--- src/rtl/nonce_dispatcher.sv ---
// nonce_dispatcher: hands out a nonce range to hash cores round-robin,
// captures the first hit and drains outstanding work before finishing.
module nonce_dispatcher #(
  parameter int NUM_CORES = 4
) (
  input  logic                    clock,
  input  logic                    reset,
  input  logic                    start,
  input  logic                    abort,
  input  logic [31:0]             nonce_start,
  input  logic [31:0]             nonce_end,
  input  logic [NUM_CORES-1:0]    core_ready,
  output logic [NUM_CORES-1:0]    core_issue,
  output logic [31:0]             core_nonce,
  input  logic [NUM_CORES-1:0]    core_done,
  input  logic [NUM_CORES-1:0]    core_found,
  input  logic [32*NUM_CORES-1:0] core_result,
  output logic                    busy,
  output logic                    job_done,
  output logic                    found,
  output logic [31:0]             found_nonce,
  output logic [1:0]              state
);

  localparam int PW = $clog2(NUM_CORES);

  typedef enum logic [1:0] {
    IDLE     = 2'b00,
    DISPATCH = 2'b01,
    DRAIN    = 2'b10,
    FINISH   = 2'b11
  } state_t;

  state_t cur;
  state_t nxt;

  logic [NUM_CORES-1:0] pending;
  logic [PW-1:0]        ptr;
  logic [31:0]          next_nonce;
  logic [31:0]          last;

  logic                 sel_vld;
  logic [PW-1:0]        sel_idx;
  logic [PW-1:0]        try_idx;
  logic                 hit;
  logic [31:0]          hit_res;
  logic                 accept;
  logic                 issue;

  // Search starts just after the last issued core and wraps.
  always_comb begin
    sel_vld = 1'b0;
    sel_idx = '0;
    try_idx = '0;
    for (int k = 1; k <= NUM_CORES; k++) begin
      try_idx = PW'((int'(ptr) + k) % NUM_CORES);
      if (!sel_vld && core_ready[try_idx] && !pending[try_idx]) begin
        sel_vld = 1'b1;
        sel_idx = try_idx;
      end
    end
  end

  // Descending scan so the lowest reporting index wins.
  always_comb begin
    hit     = 1'b0;
    hit_res = '0;
    for (int i = NUM_CORES - 1; i >= 0; i--) begin
      if (core_done[i] && core_found[i] && pending[i]) begin
        hit     = 1'b1;
        hit_res = core_result[32*i +: 32];
      end
    end
  end

  assign accept = (cur == IDLE) && start;
  assign issue  = (cur == DISPATCH) && !hit && !abort && sel_vld;

  always_ff @(posedge clock) begin
    if (!reset) begin
      cur <= IDLE;
    end else begin
      cur <= nxt;
    end
  end

  always_comb begin
    nxt = cur;
    unique case (cur)
      IDLE: begin
        if (start) nxt = DISPATCH;
      end
      DISPATCH: begin
        if (hit || abort) begin
          nxt = DRAIN;
        end else if (issue && (next_nonce == last)) begin
          nxt = DRAIN;
        end
      end
      DRAIN: begin
        if (pending == '0) nxt = FINISH;
      end
      FINISH: begin
        nxt = IDLE;
      end
      default: nxt = IDLE;
    endcase
  end

  always_comb begin
    core_issue = '0;
    core_nonce = '0;
    if (issue) begin
      core_issue = NUM_CORES'(1) << sel_idx;
      core_nonce = next_nonce;
    end
    busy     = (cur != IDLE);
    job_done = (cur == FINISH);
    state    = cur;
  end

  always_ff @(posedge clock) begin
    if (!reset) begin
      pending     <= '0;
      ptr         <= PW'(NUM_CORES - 1);
      next_nonce  <= '0;
      last        <= '0;
      found       <= 1'b0;
      found_nonce <= '0;
    end else if (accept) begin
      pending     <= '0;
      next_nonce  <= nonce_start;
      last        <= nonce_end;
      found       <= 1'b0;
      found_nonce <= '0;
    end else begin
      pending <= (pending & ~core_done) | core_issue;
      if (issue) begin
        next_nonce <= next_nonce + 32'd1;
        ptr        <= sel_idx;
      end
      if (hit && !found && (cur == DISPATCH || cur == DRAIN)) begin
        found       <= 1'b1;
        found_nonce <= hit_res;
      end
    end
  end

endmodule
--- config.mk ---
export PLATFORM = sky130hd
export DESIGN_NAME = nonce_dispatcher
export DESIGN_NICKNAME = d
export VERILOG_FILES = /design/src/rtl/nonce_dispatcher.sv
export SDC_FILE = /design/constraint.sdc
export NUM_CORES = 1
export LEC_CHECK = 0
export ABC_AREA = 1
export BUFFER_PORTS_ARGS = -buffer_cell sky130_fd_sc_hd__clkbuf_2
export CORE_UTILIZATION = 31
export DETAILED_ROUTE_END_ITERATION = 12
export PLACE_DENSITY_LB_ADDON = 0.12
export SYNTH_ARGS = -nofsm -noshare
export SYNTH_HDL_FRONTEND = slang
export SYNTH_SLANG_ARGS = --single-unit
--- constraint.sdc ---
create_clock -name clock -period 1.9 [get_ports clock]
set_clock_uncertainty 0.05 [all_clocks]
set_input_delay 0.285 -clock clock [delete_from_list [all_inputs] [get_ports clock]]
set_output_delay 0.285 -clock clock [all_outputs]
set_load 0.05 [all_outputs]
### Yosys cells after proc, flatten, opt, wreduce, memory -nomap -nowiden

Cells that the tools add are included.

* register bits: 105
* input bits: 208
* output and inout port bits: 73
* logic and storage cells: 111

* add/subtract/negate cells: 5
* $lt $le $gt $ge: 4
* equality and inequality tests: 7
* shift-type cells: 1
* mux-type cells: 41
* bitwise gates (word level): 5
* reduce and logical (&&, ||, !) cells: 41

Operators by type and width (number)
* $mux W32: 7
* $add A32 B1 Y32 const B: 1
* $eq A32 B32 Y1: 1
* $logic_and A1 B1 Y1: 22
* $bmux W1 S2: 8
* $mux W1: 16
* $mux W2: 8
* $lt A2 B3 Y1 const B: 4
* $logic_not A1 Y1: 10
* $pmux W2 S4: 1
* $add A2 B1 Y2 const B: 2
* $add A2 B2 Y2 const B: 2
* $and A4 B4 Y4: 1
* $eq A2 B2 Y1 const B: 2
* $logic_not A4 Y1: 1
* $mux W4: 1
* $ne A2 B2 Y1 const B: 2
* $not A4 Y4: 1
* $or A4 B4 Y4: 1
* $reduce_bool A2 Y1: 2
* $shl A1 B2 Y4 const A: 1
* $ne A3 B3 Y1 const B: 1
* $reduce_and A3 Y1: 1
* $eq A2 B1 Y1 const B: 1
* 5 further kinds: 7

### Logic depth before layout (Yosys ltp)

* depth after elaboration: 23
* depth in mapped cells: 15
* depth with buffers taken out: 14

### Worst setup path after synthesis

No wires, ideal clock.

* path type: register -> output
* start point: register cur[0] (netlist: state[0])
* end point: output port core_nonce[10]
* arrival time: 2235 ps
* required time: 1565 ps
* path slack: -670 ps
* cell stages (with the launch flop): 8
* path buffers: 2
* cell sequence: dfxtp_1 ha_1 inv_1 nor3_2 nand2_4 buf_6 buf_2 nor2_1

* cells in the longest elaborated chain, start to end: 5

RTL lines
* start, declared: line 34 `state_t cur;`
* start signal, assigned: line 83 `cur <= nxt;`
* $eq A2 B1 Y1: line 77 `assign issue = (cur == DISPATCH) && !hit && !abort && sel_vld;`
* $logic_and A1 B1 Y1 (3 in a row): line 77
* $mux W32: line 113 `if (issue) begin`
* end, declared: line 14 `output logic [31:0] core_nonce,`

Every way passes these cells.

### Worst setup path after layout

* start point: register ptr[0]
* end point: output port core_nonce[11]

* cells in the longest elaborated chain, start to end: 20
* elaborated cells between the ends (all ways): 40
* classes of those cells: add/sub: 4; mux: 21; reduce/logical: 15

RTL lines
* start, declared: line 38 `logic [PW-1:0] ptr;`
* start signal, assigned: line 125 `ptr <= PW'(NUM_CORES - 1);`
* start signal, assigned: line 140 `ptr <= sel_idx;`
* $add A2 B1 Y2: line 56 `try_idx = PW'((int'(ptr) + k) % NUM_CORES);`
* $bmux W1 S2: line 57 `if (!sel_vld && core_ready[try_idx] && !pending[try_idx]) begin`
* $mux W1 (not written as such): line 57
* $logic_not A1 Y1: line 57
* $logic_and A1 B1 Y1: line 57
* $mux W1: line 57
* $logic_not A1 Y1: line 57
* $logic_and A1 B1 Y1 (2 in a row): line 57
* $mux W1: line 57
* $logic_not A1 Y1: line 57
* $logic_and A1 B1 Y1 (2 in a row): line 57
* $mux W1: line 57
* $logic_not A1 Y1: line 57
* $logic_and A1 B1 Y1 (2 in a row): line 57
* $mux W1 *: line 57
* $logic_and A1 B1 Y1 *: line 77
* $mux W32 *: line 113

Every way passes the cells marked *; elsewhere a longest branch is shown, timed or not. The select of a mux whose other input is x is not followed.

==> run metrics <==
cell chain of the critical path=buf_12 > inv_4 > nand3_2 > nand2_2 > nand2_1 > nand2_2 > inv_1 > nand2_2 > nand2_4 > buf_12 > buf_12 > nor2_4 > buf_12; final std cell area, no fill=10400 sq um; critical path fanouts, max=10; post-place setup slack=-0.249 ns; number of flops mapped to enable cells by yosys=0; CTS tree=yes; largest family of logic cells by synthesized area=simple AND/OR/NAND/NOR gates; Nets=1576; CP Buf/Inv Count=6; max-slew violations=0; Max Cap Viol=0; Avg Cell Area, Syn=6.41 sq um; final WL=26500 um; compound-cell area share of the yosys netlist=18.8%; Syn Nets=1240; global-route wire length before repair=40100 um; slew at the pin closest to its max-slew limit=0.629 ns; post-synthesis xor/xnor area fraction=6.50%; DRT Pass-1 Iters=5; CP most frequent cell=buf_12; Post-synth ARST share=0%; Setup crit end kind=primary output; largest net degree at the start of global routing=64; wire per inst=16.2 um; Final Hold Viols=0; share of layout cells above drive strength 1=36.6%; critical path class=flop to primary output; Max Clk Rate=420 MHz; Critical-path top delay cell=dfxtp_2; R2R Setup Slk=-0.36 ns; DRC Markers=0; adder-cell share of the synthesized area=1.14%; Clock Pin Slew Worst Setup and Hold Paths=0.08 ns; Final min period=2.38 ns; Post-Synth Simple-Gate Area=32.3%; period utilisation layout=125%; status=finished with violations; setup_tns=-25.42 ns; Primary FF master, synth=dfxtp_1; P&R area growth vs syn=57.7%; hold_buf cts=0; PwrDens=958 nW/um^2; GPL Wtd Cong=0.851; number of global-route vias before repair=7556; Placement Cell Area=9630 sq um; overall power=0.00995 W; Post-Synthesis Cells=1026; die height=148 um; post-DP HPWL=19500 um; worst rel slew slack=58.1%; Clock Path Buffers=2; Clock Sinks=105; Core Rows=52; register bit total from synthesis=105; gr ovfl total=0; critical path's top delay family=buffers and inverters; Initial Util=32.1%; core area=20500 sq um; final setup margin=-0.480 ns; number of port buffers=280; Peak supply drop=427 uV; number of vias per cell=4.90; Seq/Total Area, Yosys=31.9%; final setup vio count=66; required time of the worst setup path=1.56 ns; DR iter-0 viols=524; failing checks=setup timing; slowest stage delay, CP=0.33 ns; RSZ-0062 raised after global routing=yes; H-Tree Depth=3; Die X=148 um; Leak=4.62 nW; CTS buffer count=9; crit path launch type=flop; Netlist cell types=38; cell area after synthesis=6580 sq um; Arrival @ worst endpoint=2.04 ns; Routed Antenna Nets=0; I/O Pins=281; initial antenna violation count=1; die area=21800 sq um; Total GRT Usage=23.4%; Via Count=8032; Worst Hold Class=input port to flop; Ys Warns=0; worst-skew pair later-pin latency=0.35 ns; CTS Root Buffer Type=clkbuf_16; multiplexer area fraction after synthesis=0%
-- cell usage in the layout (no fill, tap or decap), types with 13 or more instances in the layout --
cell         n
clkbuf_2   244
nor2_1      93
xor2_1      24
nor2_4      38
o21ai_0     72
o211ai_1    33
buf_12      48
a21oi_1     83
nand3_1     82
nand4_1     13
dfxtp_1    100
clkbuf_16   14
buf_4       74
xnor2_1     23
nand2_1    223
a31oi_1     24
inv_1       73
-- metrics by stage --
stage	utilization [%]	instances	hold slack [ns]
2_1_floorplan	-	1026	0.373
3_3_place_gp	47.0	1603	0.406
3_5_place_dp	47.0	1603	0.412
4_1_cts	49.0	1624	0.114
5_1_grt	50.6	1637	0.123
6_report	50.6	1638	0.121
-- metal layers --
| layer | GRT usage, % | wire (um) | vias to the layer above | share of wire, % |
|---|---|---|---|---|
| met5 | 0 | 0 | - | 0 |
| met4 | 5.57 | 419 | 0 | 1.6 |
| met3 | 5.31 | 1900 | 29 | 7.2 |
| met2 | 38.3 | 12300 | 284 | 46 |
| met1 | 31.1 | 11900 | 3659 | 45 |
| li1 | - | - | 4060 | - |
-- registers in the layout (all words and copies together) (netlist names) --
signal / count
found: 1
found_nonce: 32
last: 32
next_nonce: 32
pending: 4
ptr: 2
state: 2
-- power by group --
part           internal, W  total, W  switching, W
Combinational      0.00213   0.00506       0.00293
Clock              0.00104   0.00194      0.000904
Sequential         0.00260   0.00294      0.000341
Total              0.00577   0.00995       0.00417
-- layout make-up --
cell class	instances	area (sq um)
Timing Repair Buffer	386	3040
Inverter	86	343
Clock inverter	3	22.5
Multi-Input combinational cell	774	4240
Sequential cell	105	2110
Tap cell	270	338
Antenna cell	1	2.50
Fill cell	2145	10100
Clock buffer	13	280
-- worst min-delay path, stage by stage --
cell      delay (ns)
clkbuf_2        0.07
o21ai_0         0.07
nor2_1          0.07
-- Yosys cell counts, types with 23 or more instances --
cell | instances | share of area [%]
a21oi_1 | 87 | 6.6
a31oi_1 | 25 | 2.4
clkbuf_1 | 41 | 2.3
dfxtp_1 | 105 | 32
inv_1 | 79 | 4.5
nand2_1 | 231 | 13
nand3_1 | 88 | 6.7
nor2_1 | 132 | 7.5
o211ai_1 | 33 | 3.8
o21ai_0 | 74 | 5.6
xnor2_1 | 23 | 3.1
xor2_1 | 24 | 3.2
-- what timing repair did --
| action | in CTS | in global routing |
|---|---|---|
| gates cloned | 0 | 7 |
| pin swaps | 3 | 36 |
| resized for setup | 19 | 41 |
| setup endpoints to repair | 66 | 79 |
| buffers inserted | 5 | 6 |
-- path summary, 6_finish.rpt --
path / startpoint / endpoint / cells after the start
setup reg to reg: ptr[0]$_SDFFE_PN1P_ / next_nonce[19]$_SDFFE_PN0P_ / 17
hold / removal: nonce_end[2] / last[2]$_SDFFE_PN0P_ / 3
setup / recovery: ptr[0]$_SDFFE_PN1P_ / core_nonce[11] / 13
hold reg to reg: last[6]$_SDFFE_PN0P_ / last[6]$_SDFFE_PN0P_ / 2
-- cell families after synthesis --
logic type,count (synthesis)
buffers and inverters,147
flip-flops,105
AND/OR/NAND/NOR,497
adder cells (fa/ha/maj),6
AO/OA/AOI/OAI,223
XOR/XNOR,48
Power figures use the tool's default switching activity.
